`src/rtl/iso_alu_hs_if.sv`:
```
// Operand/result handshake bundle for iso_alu_hs.
// master = operand source and result sink side, slave = the ALU itself.
interface iso_alu_hs_if #(
   parameter int WIDTH = 4
);
   logic                 in_valid;
   logic                 in_ready;
   logic [WIDTH-1:0]     a;
   logic [WIDTH-1:0]     b;
   logic [3:0]           sel;
   logic                 out_valid;
   logic                 out_ready;
   logic [2*WIDTH-1:0]   out;
   logic                 div_by_zero;

   modport master (
      output in_valid, a, b, sel, out_ready,
      input  in_ready, out_valid, out, div_by_zero
   );

   modport slave (
      input  in_valid, a, b, sel, out_ready,
      output in_ready, out_valid, out, div_by_zero
   );
endinterface

```
`src/rtl/iso_alu_hs.sv`:
```
// iso_alu_hs: priority-select MUL/ADD/DIV/SUB ALU on WIDTH-bit unsigned operands
// with valid/ready handshakes on both sides. MUL/ADD/SUB/NOP and divide-by-zero
// answer one cycle after accept; divide runs a restoring divider, one quotient bit
// per cycle. Build option ISO_OPERAND_EN gives each arithmetic unit its own operand
// registers so that units not in use see constant zero operands.
module iso_alu_hs #(
   parameter int WIDTH = 4
) (
   input  logic          clk,
   input  logic          rst,     // synchronous, active low
   iso_alu_hs_if.slave   bus
);

   localparam int CW = $clog2(WIDTH + 1);
   localparam logic [CW-1:0] LAST_ITER = CW'(WIDTH - 1);

   typedef enum logic [1:0] {ST_IDLE, ST_DIV, ST_RESP} state_e;
   typedef enum logic [2:0] {OP_NOP, OP_MUL, OP_ADD, OP_DIV, OP_SUB} op_e;

   state_e            state_q;
   op_e               op_q, op_d;
   logic              out_valid_q;
   logic              dbz_q;
   logic [WIDTH-1:0]  rem_q, rem_d;
   logic [WIDTH-1:0]  quo_q, quo_d;
   logic [CW-1:0]     cnt_q;
   logic              accept;

   // Operands as seen by each arithmetic unit
   logic [WIDTH-1:0]  mul_a, mul_b, add_a, add_b, div_a, div_b, sub_a, sub_b;

   assign bus.in_ready = rst && ((state_q == ST_IDLE) ||
                                 (state_q == ST_RESP && bus.out_ready));
   assign accept       = bus.in_valid && bus.in_ready;

   // Priority decode of the select lines; highest set bit wins
   always_comb begin
      op_d = OP_NOP;
      casez (bus.sel)
         4'b1???: op_d = OP_MUL;
         4'b01??: op_d = OP_ADD;
         4'b001?: op_d = OP_DIV;
         4'b0001: op_d = OP_SUB;
         default: op_d = OP_NOP;
      endcase
   end

`ifdef ISO_OPERAND_EN
   logic [WIDTH-1:0] a_mul_q, b_mul_q, a_add_q, b_add_q;
   logic [WIDTH-1:0] a_div_q, b_div_q, a_sub_q, b_sub_q;

   // Per-unit operand registers: only the decoded unit gets real operands
   always_ff @(posedge clk) begin
      // NOTE: every register is cleared on reset here; these are a handful of
      // flops, not a memory array, so a full reset is cheap and makes the
      // post-reset state fully defined.
      if (!rst) begin
         a_mul_q <= '0;  b_mul_q <= '0;
         a_add_q <= '0;  b_add_q <= '0;
         a_div_q <= '0;  b_div_q <= '0;
         a_sub_q <= '0;  b_sub_q <= '0;
      end else if (accept) begin
         a_mul_q <= (op_d == OP_MUL) ? bus.a : '0;
         b_mul_q <= (op_d == OP_MUL) ? bus.b : '0;
         a_add_q <= (op_d == OP_ADD) ? bus.a : '0;
         b_add_q <= (op_d == OP_ADD) ? bus.b : '0;
         a_div_q <= (op_d == OP_DIV) ? bus.a : '0;
         b_div_q <= (op_d == OP_DIV) ? bus.b : '0;
         a_sub_q <= (op_d == OP_SUB) ? bus.a : '0;
         b_sub_q <= (op_d == OP_SUB) ? bus.b : '0;
      end
   end

   assign mul_a = a_mul_q;  assign mul_b = b_mul_q;
   assign add_a = a_add_q;  assign add_b = b_add_q;
   assign div_a = a_div_q;  assign div_b = b_div_q;
   assign sub_a = a_sub_q;  assign sub_b = b_sub_q;
`else
   logic [WIDTH-1:0] a_q, b_q;

   // Single shared operand pair, captured on every accept
   always_ff @(posedge clk) begin
      if (!rst) begin
         a_q <= '0;
         b_q <= '0;
      end else if (accept) begin
         a_q <= bus.a;
         b_q <= bus.b;
      end
   end

   assign mul_a = a_q;  assign mul_b = b_q;
   assign add_a = a_q;  assign add_b = b_q;
   assign div_a = a_q;  assign div_b = b_q;
   assign sub_a = a_q;  assign sub_b = b_q;
`endif

   // One restoring-division step: bring down the next dividend bit, try a subtract
   always_comb begin
      logic [WIDTH-1:0] dvd_sh;
      logic [WIDTH:0]   shifted;
      logic [WIDTH:0]   trial;
      dvd_sh  = div_a << cnt_q;
      shifted = {rem_q, dvd_sh[WIDTH-1]};
      trial   = shifted - {1'b0, div_b};
      rem_d   = shifted[WIDTH-1:0];
      quo_d   = {quo_q[WIDTH-2:0], 1'b0};
      if (!trial[WIDTH]) begin
         rem_d = trial[WIDTH-1:0];
         quo_d = {quo_q[WIDTH-2:0], 1'b1};
      end
   end

   // Control FSM plus divider state; out_valid/div_by_zero are registered here
   always_ff @(posedge clk) begin
      // NOTE: state updates use non-blocking assignments so every register
      // samples the pre-edge values, independent of statement order.
      if (!rst) begin
         state_q     <= ST_IDLE;
         op_q        <= OP_NOP;
         out_valid_q <= 1'b0;
         dbz_q       <= 1'b0;
         rem_q       <= '0;
         quo_q       <= '0;
         cnt_q       <= '0;
      end else if (accept) begin
         op_q  <= op_d;
         rem_q <= '0;
         quo_q <= '0;
         cnt_q <= '0;
         if (op_d == OP_DIV && bus.b != '0) begin
            state_q     <= ST_DIV;
            out_valid_q <= 1'b0;
            dbz_q       <= 1'b0;
         end else begin
            state_q     <= ST_RESP;
            out_valid_q <= 1'b1;
            dbz_q       <= (op_d == OP_DIV);
         end
      end else begin
         case (state_q)
            ST_DIV: begin
               rem_q <= rem_d;
               quo_q <= quo_d;
               cnt_q <= cnt_q + 1'b1;
               if (cnt_q == LAST_ITER) begin
                  state_q     <= ST_RESP;
                  out_valid_q <= 1'b1;
               end
            end
            ST_RESP: begin
               if (bus.out_ready) begin
                  state_q     <= ST_IDLE;
                  out_valid_q <= 1'b0;
                  dbz_q       <= 1'b0;
               end
            end
            default: ;
         endcase
      end
   end

   // Result select; driven only from registers, so it is stable throughout RESP
   always_comb begin
      logic [2*WIDTH-1:0] result;
      result = '0;
      if (state_q == ST_RESP) begin
         case (op_q)
            OP_MUL: result = {{WIDTH{1'b0}}, mul_a} * {{WIDTH{1'b0}}, mul_b};
            OP_ADD: result = {{WIDTH{1'b0}}, add_a} + {{WIDTH{1'b0}}, add_b};
            OP_DIV: result = dbz_q ? {{WIDTH{1'b0}}, {WIDTH{1'b1}}}
                                   : {{WIDTH{1'b0}}, quo_q};
            // Both operands fit in WIDTH bits, so a 2*WIDTH subtract is exactly
            // the sign-extended difference.
            OP_SUB: result = {{WIDTH{1'b0}}, sub_a} - {{WIDTH{1'b0}}, sub_b};
            default: result = '0;
         endcase
      end
      bus.out = result;
   end

   assign bus.out_valid   = out_valid_q;
   assign bus.div_by_zero = dbz_q;

endmodule

```
`src/flat_wrapper.sv`:
```
// flat-port wrapper written by rule: the top's interface ports become plain ports
module iso_alu_hs_flat 
#(
   parameter int WIDTH = 4
)
  (clk, rst, bus_in_valid, bus_a, bus_b, bus_sel, bus_out_ready, bus_in_ready, bus_out_valid, bus_out, bus_div_by_zero);
  iso_alu_hs_if #(.WIDTH(WIDTH)) bus_i ();
  input  logic clk;
  input  logic rst;
  input wire logic [$bits(bus_i.in_valid)-1:0] bus_in_valid;
  input wire logic [$bits(bus_i.a)-1:0] bus_a;
  input wire logic [$bits(bus_i.b)-1:0] bus_b;
  input wire logic [$bits(bus_i.sel)-1:0] bus_sel;
  input wire logic [$bits(bus_i.out_ready)-1:0] bus_out_ready;
  output wire logic [$bits(bus_i.in_ready)-1:0] bus_in_ready;
  output wire logic [$bits(bus_i.out_valid)-1:0] bus_out_valid;
  output wire logic [$bits(bus_i.out)-1:0] bus_out;
  output wire logic [$bits(bus_i.div_by_zero)-1:0] bus_div_by_zero;
  assign bus_i.in_valid = bus_in_valid;
  assign bus_i.a = bus_a;
  assign bus_i.b = bus_b;
  assign bus_i.sel = bus_sel;
  assign bus_i.out_ready = bus_out_ready;
  assign bus_in_ready = bus_i.in_ready;
  assign bus_out_valid = bus_i.out_valid;
  assign bus_out = bus_i.out;
  assign bus_div_by_zero = bus_i.div_by_zero;
  iso_alu_hs #(.WIDTH(WIDTH)) u_core (.clk(clk), .rst(rst), .bus(bus_i));
endmodule
```
`config.mk`:
```
export PLATFORM = sky130hd
export DESIGN_NAME = iso_alu_hs_flat
export DESIGN_NICKNAME = d
export VERILOG_FILES = /design/src/rtl/iso_alu_hs_if.sv /design/src/rtl/iso_alu_hs.sv /design/src/flat_wrapper.sv
export SDC_FILE = /design/constraint.sdc
export NUM_CORES = 1
export LEC_CHECK = 0
export BUFFER_PORTS_ARGS = -buffer_cell sky130_fd_sc_hd__buf_2
export CORE_MARGIN = 5
export CORE_UTILIZATION = 60
export CTS_CLUSTER_DIAMETER = 100
export DETAILED_ROUTE_END_ITERATION = 8
export GPL_ROUTABILITY_DRIVEN = 0
export GPL_TIMING_DRIVEN = 0
export PLACE_DENSITY_LB_ADDON = 0.2
export SETUP_SLACK_MARGIN = 0.02
export SYNTH_ARGS = -nofsm -noshare
export SYNTH_HDL_FRONTEND = slang
export SYNTH_SLANG_ARGS = --single-unit
```
`constraint.sdc`:
```
create_clock -name clk -period 9.6 [get_ports clk]
set_input_delay 1.44 -clock clk [delete_from_list [all_inputs] [get_ports clk]]
set_output_delay 1.44 -clock clk [all_outputs]
set_load 0.02 [all_outputs]
```
==> flow_metrics.py, run 1 <==
metrics = {
    "outcome": {
        "outcome": "finished, final reports clean",
    },
    "detailed_routing": {
        "wl_per_cell_um": 13.7,
        "highest_layer": "met4",
        "drc": 0,
        "avgViaCountPerCell": 5.57,
        "drtAntennaViolNets": 0,
        "met3WireLength_um": 250,
        "vias": 1938,
        "dr_wl_met2_mm": 2.15,
        "drt_iter0_markers": 80,
        "wl_met1_mm": 2.28,
        "drt_wl_total_mm": 4.76,
        "drtPass1Iterations": 4,
    },
    "yosys": {
        "synth-edff-count": 0,
        "ys_warn_count": 0,
        "yosysSeqAreaShare_pct": 22.8,
        "synth.ff_latch_count": 25,
        "syn-num-nets": 322,
        "avgSynthCellArea_sq_um": 8.15,
        "synthArstFlopShare_pct": 0,
        "synth_cell_types": 49,
        "syn_area_sq_um": 2200,
        "netlist_instances": 270,
        "synth_flop_cell": "dfxtp_1",
    },
    "sta": {
        "finalHoldViolations": 0,
        "slew_headroom_pct": 57.0,
        "finalCritPeriodShare_pct": 51.9,
        "fin_setup_tns_ns": 0,
        "slew_violations": 0,
        "layout_min_cycle_time_ns": 4.98,
        "fmax_mhz": 201,
        "rsz0062_at_grt": "false",
        "tightest_slew_ns": 0.645,
        "setup_ws_ns": 4.62,
        "setup_viol": 0,
        "skew_ns": 0.00615,
    },
    "pwr": {
        "swShare_pct": 39.4,
        "finalPower_uw": 351,
        "p_int_uw": 213,
        "p_per_area_nw_per_um2": 144,
        "combPwrFrac_pct": 45.5,
        "seq_power_share_pct": 36.6,
        "power_switching_uw": 138,
        "clkPwrFrac_pct": 17.9,
        "vdd_drop_max_mv": 0.0884,
        "power.leakage_nw": 1.07,
    },
    "min_path": {
        "min_to": "u_core.add_b[2]",
        "hp-start": "u_core.add_b[2]",
        "whs_path_depth": 2,
        "hold_class": "register to register",
    },
    "floorplanning": {
        "die_height_um": 70.5,
        "rows": 22,
        "core_area_sq_um": 3610,
        "ios": 27,
        "initial_core_util_pct": 61.0,
        "die_w_um": 70.5,
        "die-area_sq_um": 4980,
    },
    "clock_tree": {
        "clk_latency_ns": 0.27,
        "cts-root-buf": "clkbuf_8",
        "cts_setup_buffers": 0,
        "numClockSinks": 25,
        "path_clk_slew_ns": 0.08,
        "cts_tree": "yes",
        "clk_path_buf_depth": 2,
        "cts_resized": 0,
        "htree_levels": 1,
        "numCtsBuffers": 3,
        "cts.hold.buffers_added": 0,
    },
    "setup_path": {
        "cp_slowest_stage_delay_ns": 0.58,
        "worstPathCellList": "nand2_1, fa_1, inv_1, fa_1, inv_1, fa_1, nor2b_1, a2111oi_0, o31a_1, buf_2",
        "cp_max_fo": 9,
        "start_kind": "register",
        "reg2reg_depth": 9,
        "worstPathArrival_ns": 3.54,
        "rrSetupSlack_ns": 6.73,
        "critPathRequiredTime_ns": 8.16,
        "path_class": "register to output port",
        "r2r_start": "u_core.a_q[1]",
        "cpMaxStageDelayCell": "dfxtp_1",
        "crit_top_cell": "fa_1",
        "reg2reg_to": "u_core.rem_q[0]",
        "endpoint_kind": "output port",
    },
    "global_routing": {
        "grt_antenna_before_repair": 0,
        "grt-ovfl-total": 0,
        "grt_usage_pct": 19.8,
        "grt_pass1_wl_mm": 8.11,
        "grt_max_degree": 14,
        "grt_pass1_vias": 1834,
    },
    "place": {
        "dp_slack_ns": 4.91,
        "dp.final_hpwl_mm": 3.75,
        "io_buffers": 26,
    },
    "finish": {
        "diodes": 0,
        "final_cell_mix": "nand2_1, nor2_1, buf_2",
        "layout_commonest_cell": "nand2_1",
        "syn_to_final_growth_pct": 10.7,
        "nNetsFinal": 353,
        "drive_gt1_share_pct": 14.0,
    },
    "run": {
        "cap_violations": 0,
    },
}
==> Yosys cell counts, types with 3 or more instances <==
master | count | area share, %
o21ai_1 | 11 | 2.5
nor3_1 | 3 | 0.68
a211o_1 | 3 | 1.2
mux2i_1 | 6 | 2.7
xnor2_1 | 9 | 3.6
inv_1 | 20 | 3.4
ha_1 | 29 | 16
nor2_1 | 32 | 5.5
dfxtp_1 | 25 | 23
o21ai_0 | 5 | 1.1
and3_1 | 3 | 0.85
and2_1 | 10 | 2.8
a21o_1 | 3 | 1.0
a21oi_1 | 13 | 3.0
buf_2 | 4 | 0.91
fa_1 | 7 | 6.4
clkbuf_1 | 5 | 0.85
a211oi_1 | 4 | 1.4
nand3_1 | 4 | 0.91
nand2_1 | 35 | 6.0
==> routing by layer <==
layer	track usage, %	vias up
met5	0	-
met4	6.26	0
met3	2.41	8
met2	33.3	57
met1	26.5	877
li1	-	996
==> sequential cells by signal, indices dropped and copies added (netlist names) <==
register,flops
u_core.a_q,4
u_core.add_b,4
u_core.bus.div_by_zero,1
u_core.bus.out_valid,1
u_core.cnt_q,3
u_core.op_q,3
u_core.quo_q,4
u_core.rem_q,4
u_core.state_q,1
==> area by class of cell <==
type                            instances  area (sq um)
Clock buffer                            4          45.0
Timing Repair Buffer                   26           130
Tap cell                               48          60.1
Multi-Input combinational cell        214          1580
Buffer                                 11          46.3
Sequential cell                        25           500
Fill cell                             331          1170
Inverter                               20          75.1
==> power groups by stage <==
| stage | registers, mW | logic, mW | clock network [mW] |
|---|---|---|---|
| after CTS | 0.128 | 0.159 | 0.0630 |
| after detailed placement | 0.131 | 0.157 | 0 |
| after floorplan | 0.128 | 0.123 | 0 |
| after global routing | 0.130 | 0.179 | 0.0675 |
| after global placement | 0.131 | 0.154 | 0 |
| final | 0.128 | 0.160 | 0.0629 |
==> per-stage QoR <==
stage | hold WS, ns | cell area, sq um | utilization (%) | cells
finish | 0.506 | 2430 | 67.5 | 348
detailed placement | 0.494 | 2390 | 66.3 | 344
CTS | 0.510 | 2430 | 67.5 | 348
floorplan | 0.456 | 2200 | - | 270
global placement | 0.471 | 2390 | 66.3 | 344
global route | 0.540 | 2430 | 67.5 | 348
==> worst max-delay path by stage <==
stage,startpoint,endpoint,cells past startpoint
2_1_floorplan,u_core.a_q[1],bus_out[7],10
3_3_place_gp,u_core.a_q[1],bus_out[7],11
3_5_place_dp,u_core.a_q[1],bus_out[7],11
4_1_cts,u_core.a_q[1],bus_out[7],11
5_1_grt,u_core.a_q[1],bus_out[7],11
6_report,u_core.a_q[1],bus_out[3],10
==> kinds of logic (layout without fill, tap and decap cells) <==
kind of cell    Yosys count  count (layout)  synth area share (%)
compound gates           58              58                  18.0
xor+xnor                 11              11                  4.72
fa+ha+maj                36              36                  22.9
buf+inv                  31              61                  5.52
flops                    25              25                  22.8
mux                       9               9                  5.12
simple gates            100             100                  21.0
==> worst max-delay path: cells and delay by family (launching register included) <==
kind,cells,cell delay [ns]
AND/OR/NAND/NOR,2,0.27
adder cells (fa/ha/maj),3,1.54
flip-flops,1,0.58
AO/OA/AOI/OAI,2,0.62
buffers and inverters,3,0.27
No activity file was read; power rests on OpenSTA's default activity.
==> run 2: changes to the inputs <==
ABC_AREA = 1   (was not set)
CORE_UTILIZATION = 53   (was 60)
clock period = 4.48 ns   (was 9.6 ns; I/O delays follow)
==> run 2 against run 1 <==
Net effect: final cell count up 16%; clock skew down 0.0017 ns; sequential power up 130%; flip-flop and latch count unchanged; final area down 0.15%; synthesized area down 0.28%; first-iteration DRC count down 3.8%; clock power up 110%; power up 130%.
==> flow_metrics.py, run 2 <==
metrics = {
    "min_path": {
        "whs_path_depth": 2,
        "hold_class": "register to register",
    },
    "yosys": {
        "ys_warn_count": 0,
        "synth-edff-count": 0,
        "yosys.area.top_type": "dfxtp_1",
        "yosysSeqAreaShare_pct": 22.8,
        "synth.ff_latch_count": 25,
        "synth_compound_area_share_pct": 13.1,
        "synth_flop_cell": "dfxtp_1",
        "synthArstFlopShare_pct": 0,
        "synth_fa_ha_area_share_pct": 22.9,
        "yosys-top-cells-area": "dfxtp_1, ha_1, nand2_1",
        "syn-num-nets": 374,
        "synth_mux_area_share_pct": 0,
        "synthSimpleGateAreaFrac_pct": 28.1,
        "netlist_instances": 322,
        "synthMostInstantiatedCell": "nand2_1",
        "netlist.area_leader.share_pct": 22.8,
        "syn_area_sq_um": 2190,
        "synth_xor_area_share_pct": 0.799,
        "ys_top_cells_by_count": "nand2_1, inv_1, ha_1",
        "synth_cell_types": 32,
        "synth_top_family_by_area": "simple AND/OR/NAND/NOR gates",
        "avgSynthCellArea_sq_um": 6.81,
    },
    "place": {
        "dp_slack_ns": 0.728,
        "io_buffers": 26,
        "place_inst": 398,
        "postPlaceCellArea_sq_um": 2390,
        "dp.final_hpwl_mm": 4.08,
    },
    "global_routing": {
        "grt_max_degree": 14,
        "grt-ovfl-total": 0,
        "grt_antenna_before_repair": 0,
        "grt_usage_pct": 19.4,
        "grt_pass1_wl_mm": 8.44,
        "grt_pass1_vias": 1987,
    },
    "setup_path": {
        "r2r_start": "u_core.a_q[1]",
        "cp_max_fo": 8,
        "worstPathCellList": "nand2_1, fa_1, inv_1, fa_1, inv_1, fa_1, inv_1, nand2_1, nand2_1, nand2_1, nand3b_1, nand3_1, a21oi_1, buf_2",
        "worstPathArrival_ns": 3.36,
        "startpoint": "u_core.a_q[1]",
        "rrSetupSlack_ns": 2.16,
        "endpoint": "bus_out[6]",
        "reg2reg_depth": 16,
        "cp_slowest_stage_delay_ns": 0.59,
        "reg2reg_to": "u_core.rem_q[3]",
        "crit_top_cell": "nand2_1",
        "start_kind": "register",
        "critPathRequiredTime_ns": 3.81,
        "endpoint_kind": "output port",
        "cpMaxStageDelayCell": "fa_1",
        "path_class": "register to output port",
    },
    "sta": {
        "setup_ws_ns": 0.452,
        "finalHoldViolations": 0,
        "tightest_slew_ns": 0.617,
        "rsz0062_at_grt": "false",
        "slew_violations": 0,
        "fmax_mhz": 248,
        "finalCritPeriodShare_pct": 89.9,
        "layout_min_cycle_time_ns": 4.03,
        "setup_viol": 0,
        "fin_setup_tns_ns": 0,
        "slew_headroom_pct": 58.5,
        "skew_ns": 0.00447,
    },
    "floorplanning": {
        "ios": 27,
        "rows": 23,
        "die_height_um": 74.3,
        "initial_core_util_pct": 54.8,
        "die_w_um": 74.3,
        "core_area_sq_um": 4000,
        "die-area_sq_um": 5520,
    },
    "finish": {
        "diodes": 0,
        "syn_to_final_growth_pct": 10.8,
        "layout_commonest_cell": "nand2_1",
        "drive_gt1_share_pct": 13.4,
        "nNetsFinal": 405,
        "final-instance-count-excl-fill": 402,
        "final_cell_mix": "nand2_1, inv_1, ha_1",
        "fin_area_sq_um": 2430,
    },
    "detailed_routing": {
        "highest_layer": "met4",
        "drt_iter0_markers": 77,
        "drt_wl_total_mm": 4.86,
        "met3WireLength_um": 137,
        "wl_met1_mm": 2.18,
        "drc": 0,
        "avgViaCountPerCell": 5.14,
        "drtPass1Iterations": 4,
        "wl_per_cell_um": 12.1,
        "vias": 2066,
        "dr_wl_met2_mm": 2.42,
        "drtAntennaViolNets": 0,
    },
    "clock_tree": {
        "numCtsBuffers": 3,
        "path_clk_slew_ns": 0.09,
        "cts.hold.buffers_added": 0,
        "cts_resized": 0,
        "htree_levels": 1,
        "cts-root-buf": "clkbuf_8",
        "clk_latency_ns": 0.27,
        "clk_path_buf_depth": 2,
        "numClockSinks": 25,
        "cts_setup_buffers": 0,
        "cts_tree": "yes",
    },
    "pwr": {
        "vdd_drop_max_mv": 0.254,
        "finalPower_uw": 820,
        "p_per_area_nw_per_um2": 337,
        "power.leakage_nw": 1.32,
    },
    "outcome": {
        "outcome": "finished, final reports clean",
    },
    "run": {
        "cap_violations": 0,
    },
}
run 2: cell types whose count changed after synthesis, moves of 10 or more:
cell and change:
nand2_1 +48, inv_1 +38, nand3_1 +24, a21oi_1 +14, nor2_1 -13, and2_1 -10
o21ai_1 -10
run 2: area by class of cell:
class / instances / area [sq um]
Tap cell: 50 / 62.6
Timing Repair Buffer: 26 / 130
Inverter: 61 / 229
Clock buffer: 4 / 45.0
Sequential cell: 25 / 500
Multi-Input combinational cell: 231 / 1420
Fill cell: 396 / 1570
Buffer: 5 / 40.0
run 2: critical path, delay by kind of cell (launching register included):
| kind | cells | cell delay (ns) |
|---|---|---|
| AOI/OAI and AO/OA | 1 | 0.12 |
| adders and majority gates | 3 | 1.58 |
| buffers and inverters | 4 | 0.37 |
| DFF | 1 | 0.57 |
| and+or+nand+nor | 6 | 0.45 |
run 2: per-layer routing:
layer  track usage (%)  up-vias
li1                  -     1087
met1              23.7      941
met2              35.2       30
met3              2.16        8
met4              6.92        0
met5                 0        -
run 2: how the worst min path moves through the flow:
stage,startpoint,to,slack [ns]
floorplan,u_core.quo_q[3],u_core.quo_q[3],0.44
global placement,u_core.cnt_q[2],u_core.cnt_q[2],0.45
detailed placement,u_core.cnt_q[2],u_core.cnt_q[2],0.45
CTS,u_core.cnt_q[2],u_core.cnt_q[2],0.47
global route,u_core.quo_q[0],u_core.quo_q[1],0.49
finish,u_core.cnt_q[2],u_core.cnt_q[2],0.46
run 2: where the power goes:
| group | switching, mW | total, mW | internal, mW |
|---|---|---|---|
| clock | 0.0697 | 0.133 | 0.0636 |
| combinational | 0.247 | 0.395 | 0.148 |
| sequential | 0.0398 | 0.292 | 0.252 |
| total | 0.357 | 0.820 | 0.464 |
run 2: kinds of logic (layout without fill, tap and decap cells):
kind of cell / count (synthesis) / after routing
flops: 25 / 25
xor+xnor: 2 / 2
buf+inv: 66 / 96
simple gates: 143 / 143
fa+ha+maj: 36 / 36
compound gates: 50 / 50
run 2: stage by stage:
step,hold WS [ns],utilization (%)
global route,0.489,60.8
finish,0.463,60.8
floorplan,0.439,-
CTS,0.469,60.8
global placement,0.449,59.6
detailed placement,0.455,59.6
